--- config.mk ---
export PLATFORM = sky130hd
export DESIGN_NAME = i2c_bus_arbiter
export DESIGN_NICKNAME = d
export VERILOG_FILES = /design/src/rtl/i2c_bus_arbiter.sv
export SDC_FILE = /design/constraint.sdc
export NUM_CORES = 1
export LEC_CHECK = 0
export CORE_UTILIZATION = 46
export DETAILED_ROUTE_END_ITERATION = 8
export GPL_TIMING_DRIVEN = 0
export PLACE_DENSITY = 0.8
export SYNTH_ARGS = -nofsm -noshare
export SYNTH_HDL_FRONTEND = slang
export SYNTH_SLANG_ARGS = --single-unit
--- constraint.sdc ---
create_clock -name clk -period 2.6 [get_ports clk]
set_input_delay 0.39 -clock clk [delete_from_list [all_inputs] [get_ports clk]]
set_output_delay 0.39 -clock clk [all_outputs]
set_load 0.02 [all_outputs]
--- src/rtl/i2c_bus_arbiter.sv ---
// Round-robin arbiter that shares one byte-level I2C engine among NUM_REQ clients.
// The owner keeps the bus from START to STOP; each instruction is watchdog-limited.
module i2c_bus_arbiter #(
  parameter int unsigned NUM_REQ        = 4,
  parameter int unsigned TIMEOUT_CYCLES = 8192
) (
  input  logic                   clk,
  input  logic                   rst,
  input  logic [NUM_REQ-1:0]     req,
  input  logic [NUM_REQ-1:0]     cmd_en,
  input  logic [2*NUM_REQ-1:0]   cmd_instr,
  input  logic [8*NUM_REQ-1:0]   cmd_byte,
  output logic [NUM_REQ-1:0]     grant,
  output logic [NUM_REQ-1:0]     done,
  output logic                   err,
  output logic [7:0]             rx_byte,
  output logic [1:0]             i2cInstruction,
  output logic                   i2cEnable,
  output logic [7:0]             i2cByteToSend,
  input  logic [7:0]             i2cByteReceived,
  input  logic                   i2cComplete
);

  localparam int unsigned IdxW = (NUM_REQ > 1) ? $clog2(NUM_REQ) : 1;
  localparam int unsigned CntW = $clog2(TIMEOUT_CYCLES) + 1;

  localparam logic [IdxW-1:0]    LastInit = IdxW'(NUM_REQ - 1);
  localparam logic [CntW-1:0]    WdLimit  = CntW'(TIMEOUT_CYCLES - 1);
  localparam logic [NUM_REQ-1:0] OneHot0  = NUM_REQ'(1);

  typedef enum logic [1:0] {
    StIdle,
    StOwned,
    StBusy,
    StWaitEnLow
  } stateT;

  stateT           state;
  logic [IdxW-1:0] owner;
  logic [IdxW-1:0] last;
  logic            started;
  logic [CntW-1:0] wdCount;

  logic [IdxW-1:0] pick;
  logic            ownEn;
  logic            ownReq;
  logic [1:0]      ownInstr;
  logic [7:0]      ownByte;

  // Scan from farthest to nearest so the first requester after `last` wins.
  always_comb begin
    pick = last;
    for (int k = int'(NUM_REQ); k > 0; k--) begin
      logic [IdxW-1:0] cand;
      cand = IdxW'((int'(last) + k) % int'(NUM_REQ));
      if (req[cand]) begin
        pick = cand;
      end
    end
  end

  assign ownEn    = cmd_en[owner];
  assign ownReq   = req[owner];
  assign ownInstr = cmd_instr[{owner, 1'b0} +: 2];
  assign ownByte  = cmd_byte[{owner, 3'b000} +: 8];

  always_ff @(posedge clk or posedge rst) begin
    if (rst) begin
      state          <= StIdle;
      owner          <= '0;
      last           <= LastInit;
      started        <= 1'b0;
      wdCount        <= '0;
      grant          <= '0;
      done           <= '0;
      err            <= 1'b0;
      rx_byte        <= '0;
      i2cInstruction <= '0;
      i2cEnable      <= 1'b0;
      i2cByteToSend  <= '0;
    end else begin
      done <= '0;
      err  <= 1'b0;
      case (state)
        StIdle: begin
          if (|req) begin
            owner <= pick;
            last  <= pick;
            grant <= OneHot0 << pick;
            state <= StOwned;
          end
        end
        StOwned: begin
          if (ownEn) begin
            i2cInstruction <= ownInstr;
            i2cByteToSend  <= ownByte;
            i2cEnable      <= 1'b1;
            started        <= 1'b0;
            wdCount        <= '0;
            state          <= StBusy;
          end else if (!ownReq) begin
            grant <= '0;
            state <= StIdle;
          end
        end
        StBusy: begin
          // A complete that is still high from the previous op does not count until it has dropped.
          if (!i2cComplete) begin
            started <= 1'b1;
          end
          if (started && i2cComplete) begin
            i2cEnable <= 1'b0;
            rx_byte   <= i2cByteReceived;
            done      <= OneHot0 << owner;
            state     <= StWaitEnLow;
          end else if (wdCount == WdLimit) begin
            i2cEnable <= 1'b0;
            done      <= OneHot0 << owner;
            err       <= 1'b1;
            grant     <= '0;
            state     <= StIdle;
          end else begin
            wdCount <= wdCount + 1'b1;
          end
        end
        StWaitEnLow: begin
          if (!ownEn) begin
            state <= StOwned;
          end
        end
        default: state <= StIdle;
      endcase
    end
  end

endmodule

# Word-level counts from Yosys, hierarchy flattened
# Cells that the tools add are included.
[totals] regBits=49 in_bits=59 out_inout_bits=28 word_cells=100
[classes] addsub=5 n_lt_le_gt_ge=5 n_eq_ne=15 shifts=4 muxes=46 n_reduce_logical=13
[ops] cell="two-way mux 14 bit" n=3
[ops] cell="two-way mux 4 bit" n=8
[ops] cell="indexed part select 32 x 6 -> 8 bit" n=1
[ops] cell="case mux 14 bit (2 select lines)" n=1
[ops] cell="two-way mux 2 bit" n=10
[ops] cell="!= test 2 bit, second input constant" n=9
[ops] cell="less-than comparator 2 x 3 -> 1 bit, second input constant" n=5
[ops] cell="adder 14 x 1 -> 14 bit, second input constant" n=1
[ops] cell="equality test 14 x 13 -> 1 bit, second input constant" n=1
[ops] cell="two-way mux 1 bit" n=14
[ops] cell="binary-select mux 1 bit (select 2 bit)" n=6
[ops] cell="case mux 4 bit (3 select lines)" n=1
[ops] cell="case mux 2 bit (4 select lines)" n=1
[ops] cell="AND reduction 4 bit" n=2
[ops] cell="indexed part select 8 x 4 -> 2 bit" n=1
[ops] cell="<< shifter 1 x 2 -> 4 bit, first input constant" n=2
[ops] cell="!= test 3 bit, second input constant" n=2
[ops] cell="AND reduction 2 bit" n=3
[ops] cell="AND reduction 3 bit" n=2
[ops] cell="AND reduction 6 bit" n=1
[ops] cell="adder 2 x 1 -> 2 bit, second input constant" n=2
[ops] cell="adder 2 bit, second input constant" n=2
[ops] cell="equality test 2 bit, second input constant" n=2
[ops] cell="case mux 1 bit (2 select lines)" n=2
[ops] cell="other kinds (6)" n=6

# Logic depth before layout (Yosys ltp)
[depth] word_depth=10 ltp_mapped=9 depth_no_buf=7

# Least setup slack after synthesis
# Ideal clock, no wire load.
[synth_path] path_type="register to register" start="register state[0]" end="register wdCount[11]" setup_ps=76 arrival_ps=2023 required_time_ps=2524 setup_slack_ps=501 path_stages_with_launch=9 path_buffers=2 synth_period_minus_slack_ps=2099 cell_sequence="dfrtp_1 -> inv_1 -> ha_1 -> clkbuf_1 -> mux2i_2 -> or3_1 -> clkbuf_1 -> or4_1 -> o21ai_1"
[synth_via] elab_chain_cells=3 word_cells_on_any_way=8 classes_between="5 x eq/ne; 1 x mux; 2 x reduce/logical"
[synth_lines] element="from (decl)" line="38" text="stateT state;"
[synth_lines] element="from (signal assigned)" line="69" text="state <= StIdle;"
[synth_lines] element="from (signal assigned)" line="90" text="state <= StOwned;"
[synth_lines] element="from (signal assigned)" line="100" text="state <= StBusy;"
[synth_lines] element="equality test 2 bit / equality test 2 x 1 -> 1 bit (equally long branches)" line="84" text="case (state)"
[synth_lines] element="!= test 2 bit (no line) / nonzero test 2 bit (equally long branches)"
[synth_lines] element="AND reduction 4 bit (no line)"
[synth_lines] element="to (signal assigned)" line="123" text="wdCount <= wdCount + 1'b1;"
[synth_lines] element="to (decl)" line="42" text="logic [CntW-1:0] wdCount;"
# Parallel ways exist; a longest one is shown, timed or not.
# A chain may end at the register's enable or synchronous reset.

# Worst setup path in the final report
[layout_path] start="register state[0]" end="register wdCount[9]"
# The elaborated chain is that of the path after synthesis.

==> results.py <==
metrics = {
    "timing": {
        "rsz0062_at_grt": "false",
        "fin_hold_ws_ns": 0.393,
        "fin_skew_ns": 0.00837,
        "fin_crit_sh_pct": 90.9,
        "min_period_ns": 2.36,
        "tightest_slew_ns": 0.608,
        "setup-violations-final": 0,
        "fin_ws_ns": 0.237,
        "maxSlewHeadroom_pct": 59.5,
        "slew_violations": 0,
        "timing.fmax_mhz": 423,
        "hold_violations": 0,
    },
    "floorplan": {
        "rows": 27,
        "dieArea_sq_um": 6160,
        "die_height_microns": 78.5,
        "initial_core_util_pct": 48.2,
        "dieWidth_microns": 78.5,
        "io_pins": 87,
        "core_area_sq_um": 5570,
    },
    "critical_path": {
        "end_kind": "flop",
        "crit_type": "reg -> reg",
        "cp.arrival_ns": 2.62,
        "cp_max_fo": 10,
        "crit_path_start_kind": "flop",
        "worstPathRequired_ns": 2.85,
    },
    "final_layout": {
        "area_growth_pct": 39.6,
        "utilization_pct": 67.3,
        "drive_above_1_share_pct": 8.02,
        "final_cell_mix": "clkdlybuf4s50_1, dfrtp_1, nand2_1",
        "fin_nets": 412,
        "diodes": 0,
        "final_common_cell": "clkdlybuf4s50_1",
    },
    "synth": {
        "synthCells": 254,
        "yosys_warnings": 0,
        "synth_cell_types": 43,
        "yosysSeqAreaShare_pct": 45.7,
        "ys.flop_type": "dfrtp_1",
        "synth_nets": 318,
        "synth_seq_cells": 49,
        "synthArstFlopShare_pct": 100,
        "synth_area_sq_um": 2690,
        "synth.avg_cell_area_sq_um": 10.6,
        "synth_edf_count": 0,
    },
    "drt": {
        "detail-route-antenna-nets": 0,
        "drc_errors": 0,
        "routedWlPerCell_microns": 15.4,
        "vias_per_cell": 5.40,
        "num_vias": 2274,
        "initialDrtViolationCount": 96,
        "routed_wl_microns": 6480,
        "drtPass1Iterations": 4,
    },
    "placement": {
        "numPortBuffers": 86,
        "gp_congestion": 0.859,
        "dpl_worst_slack_ns": 0.00578,
        "hpwlAfterDp_microns": 5040,
    },
    "outcome": {
        "status": "finished clean",
    },
    "grt": {
        "grt_pass1_wl_microns": 10900,
        "grt_max_degree": 33,
        "antenna_found_initial": 0,
        "grtUsageTotal_pct": 23.0,
        "overflow": 0,
        "grt_pass1_vias": 2225,
    },
    "power": {
        "power_mw": 3.30,
        "ir_drop_mv": 0.503,
        "power.density_nw_per_um2": 880,
        "p_leak_nw": 1.59,
    },
    "clocking": {
        "cts_setup_buffers": 0,
        "ctsResizeCount": 0,
        "cts_buffers": 5,
        "clock_sinks": 49,
        "htreeDepth": 2,
        "clockBufferDepth": 2,
        "ctsRootBufferMaster": "clkbuf_8",
        "clkSlewWorstSetupHoldPaths_ns": 0.10,
        "cts_tree": "built",
        "worstSkewPairLatency_ns": 0.31,
        "cts_hold_buffers": 0,
    },
    "flow_run": {
        "max-cap-violations": 0,
    },
    "hold_path": {
        "hold_path_class": "in -> async",
    },
}
-- final timing paths --
check | startpoint | endpoint | slack (ns) | depth (start not counted)
max | state[0]$_DFFE_PP0P_ | wdCount[9]$_DFFE_PP0P_ | 0.24 | 8
min | rst | rx_byte[4]$_DFFE_PP0P_ | 0.39 | 2
max reg2reg | state[0]$_DFFE_PP0P_ | wdCount[9]$_DFFE_PP0P_ | 0.24 | 8
min reg2reg | rx_byte[0]$_DFFE_PP0P_ | rx_byte[0]$_DFFE_PP0P_ | 0.49 | 2
max in group asynchronous | rst | last[1]$_DFFE_PP1P_ | 1.63 | 3
min in group clk | rx_byte[0]$_DFFE_PP0P_ | rx_byte[0]$_DFFE_PP0P_ | 0.49 | 2
-- per-stage QoR --
step	area [sq um]	setup TNS (ns)	instances
after floorplan	2690	0	254
after global placement	3640	-0.00692	412
after detailed placement	3660	0	413
after CTS	3750	0	421
after global routing	3750	0	421
final	3750	0	421
-- cell usage after synthesis, drive strengths merged (2+ instances only) --
cell type  count  area, sq um
and2           2         12.5
o21a           2         15.0
nor3b          5         37.5
nand4          7         43.8
ha             5         62.6
nand2b         3         18.8
a21o           2         15.0
a22o           2         17.5
nand2         39          146
nor3           6         30.0
clkbuf        12         45.0
and4           2         17.5
or4            2         15.0
mux2          17          191
o21ai          5         25.0
nor2          17         63.8
dfstp          2         52.6
nor4b          2         17.5
and3b          4         35.0
xnor2          8         70.1
mux2i          6         63.8
a21oi         10         50.1
nand3          6         30.0
inv            5         18.8
and3           2         12.5
or3            3         18.8
buf            2         10.0
nor4           6         37.5
mux4          11          248
nor2b          3         18.8
dfrtp         47         1180
-- metal layers --
metal	share of wire, %	GRT usage, %	wire length (microns)	vias up
li1	-	-	-	1104
met1	45	28.3	2900	1090
met2	49	40.6	3180	72
met3	4.6	3.72	298	8
met4	1.7	8.52	107	0
met5	0	0	0	-
-- worst max-delay path: stages, from the launching register on --
cell and delay, ns:
dfrtp_1 0.41, inv_1 0.10, ha_1 0.15, clkbuf_1 0.32, mux2i_2 0.26, or3_1 0.40
clkbuf_1 0.17, or4_1 0.42, nand2_1 0.09
-- layout make-up --
cell class | instances | area [sq um]
sequential | 49 | 1230
clock inverter | 3 | 25.0
tap | 72 | 90.1
inverter | 5 | 18.8
fill | 432 | 1820
buffer | 14 | 55.1
clock buffer | 5 | 68.8
multi-input combinational | 186 | 1390
timing repair buffer | 87 | 881
-- cell families (layout without fill, tap and decap cells) --
group,after synthesis,after routing,share of synthesized area [%]
AOI/OAI and AO/OA,28,28,6.61
xor gates and xnor gates,9,9,2.93
adders and majority gates,5,5,2.33
buffers and inverters,19,114,2.75
DFF,49,49,45.7
muxes,34,34,18.7
and+or+nand+nor,110,110,21.0
-- registers in the layout (all words and copies together), names as in the netlist, 2 cells and up --
| signal | count |
|---|---|
| rx_byte | 8 |
| last | 2 |
| grant | 4 |
| state | 2 |
| wdCount | 14 |
| owner | 2 |
| done | 4 |
| i2cByteToSend | 8 |
| i2cInstruction | 2 |
-- power breakdown --
part	leakage (nW)	internal (mW)	switching [mW]
combinational	0.911	0.852	0.878
sequential	0.638	0.982	0.122
clock	0.0452	0.196	0.273
No activity file was read; power rests on OpenSTA's default activity.
==> patch: new RTL, same flow settings <==
Set the parameter `NUM_REQ` to 8 (it was 4).
--- a/src/rtl/i2c_bus_arbiter.sv
+++ b/src/rtl/i2c_bus_arbiter.sv
@@ -1,7 +1,7 @@
 // Round-robin arbiter that shares one byte-level I2C engine among NUM_REQ clients.
 // The owner keeps the bus from START to STOP; each instruction is watchdog-limited.
 module i2c_bus_arbiter #(
-  parameter int unsigned NUM_REQ        = 4,
+  parameter int unsigned NUM_REQ        = 8,
   parameter int unsigned TIMEOUT_CYCLES = 8192
 ) (
   input  logic                   clk,
Interface: changed (6 resized); port bits go from 87 to 143. The function was not compared with the original's and may differ.
==> patch against the unedited design <==
  * The run now ends with negative setup slack left
  * Global-route usage increased by 3.4 points
  * Critical path depth is 3 higher
  * Wire length is 88% higher
  * Sequential cell count increased by 10
  * Final cell count up 58%
  * Worst hold slack gained 74 ps
  * Synthesized area increased by 51%
  * Total power increased by 130%
  * Final area up 65%
  * Worst setup slack worse by 640 ps
  * Count of clock-buffer cells in the layout is 5 higher
  * Sequential power increased by 15%
  * Critical path type unchanged
  * Critical endpoint is now grant[5]$_DFFE_PP0P_
==> patch: results (changes against the unedited design) <==
----------------------------------------------------
[Outcome]
  Run status ... finished, violations left
  Violated checks ... negative setup slack

[STA]
  Clock skew ... 8.92 ps (+0.543 ps)
  Final number of setup-violating endpoints ... 14 (+14)
  Setup_tns ... -4740 ps (-4740 ps)
  PnR worst setup slack ... -408 ps (-645 ps)

[Critical path]
  Count of cells along the worst register-to-register path ... 11 (+3)

[Synth]
  Synth Area per Inst ... 10.8 sq um (+2.0%)
  Most instantiated cells after synthesis ... dfrtp_1, nand2_1, nor2_1
  Synthesized Nets ... 490 (+54%)
  Portion of the post-synthesis area used by sequential elements ... 0.365 (-0.0923)

[Placement]
  Post-placement worst setup slack ... -798 ps (-804 ps)
  Detail Placement HPWL ... 9.16 mm (+82%)
  Total placed cells including tap cells ... 624 (+51%)

[Layout]
  Number of fill cells ... 584 (+35%)
  Number of nets in the finished design ... 669 (+62%)

[Clocking]
  Number of buffers created by CTS ... 9 (+4)
  Clock transition at the registers of the reported paths ... 70 ps (-30 ps)
  Latest clock arrival within the worst-skew pair ... 340 ps (+30 ps)
  H-tree levels ... 3 (+1)

[Global route]
  Global-route track usage on met2 ... 0.448 (+0.0421)
  First-pass GRT wire length ... 18.6 mm (+71%)

[Route]
  Initial DRC count ... 203 (+110%)
  Total via count in the routed design ... 3,873 (+70%)
  Detailed-routing iteration count for the pre-antenna-repair pass ... 5 (+1)
  Via density per instance ... 5.82 (+7.8%)
  Total length of routed met2 wires ... 6.41 mm (+100%)

[Power and ir drop]
  Max VDD drop ... 1.14 mV (+130%)
  Part of the power in the clock network ... 0.095 (-0.047)

----------------------------------------------------
patch: path summary, 6_finish.rpt:
| kind | start | endpoint | slack, ps |
|---|---|---|---|
| max | last[1]$_DFFE_PP1P_ | grant[5]$_DFFE_PP0P_ | -410 |
| min | rst | i2cByteToSend[2]$_DFFE_PP0P_ | 470 |
| max reg2reg | last[1]$_DFFE_PP1P_ | grant[5]$_DFFE_PP0P_ | -410 |
| min reg2reg | i2cByteToSend[4]$_DFFE_PP0P_ | i2cByteToSend[4]$_DFFE_PP0P_ | 480 |
| max in group asynchronous | rst | wdCount[5]$_DFFE_PP0P_ | 1560 |
| min in group clk | i2cByteToSend[4]$_DFFE_PP0P_ | i2cByteToSend[4]$_DFFE_PP0P_ | 480 |
patch: repair_timing:
| item | CTS | global route |
|---|---|---|
| hold buffers | 0 | 0 |
| pin swaps | 19 | 11 |
| setup endpoints to repair | 17 | 14 |
| buffers inserted | 23 | 4 |
| resized for setup | 22 | 12 |
patch: kinds of logic after synthesis:
| family | count (synthesis) | synth area share |
|---|---|---|
| adders and majority gates | 7 | 0.0216 |
| muxes | 71 | 0.278 |
| xor gates and xnor gates | 17 | 0.0385 |
| and+or+nand+nor | 126 | 0.146 |
| AOI/OAI and AO/OA | 64 | 0.115 |
| buffers and inverters | 32 | 0.0358 |
| DFF | 59 | 0.365 |
patch: final cells by class:
| cell class | instances | area (sq um) | share of cell area |
|---|---|---|---|
| multi-input cells | 285 | 2590 | 0.419 |
| clock buffers | 10 | 128 | 0.0206 |
| repair buffers | 170 | 1660 | 0.268 |
| flip-flops and latches | 59 | 1480 | 0.239 |
| inverters | 12 | 53.8 | 0.00870 |
| plain buffers | 18 | 103 | 0.0166 |
| clock inverters | 6 | 41.3 | 0.00667 |
| well taps | 105 | 131 | 0.0212 |
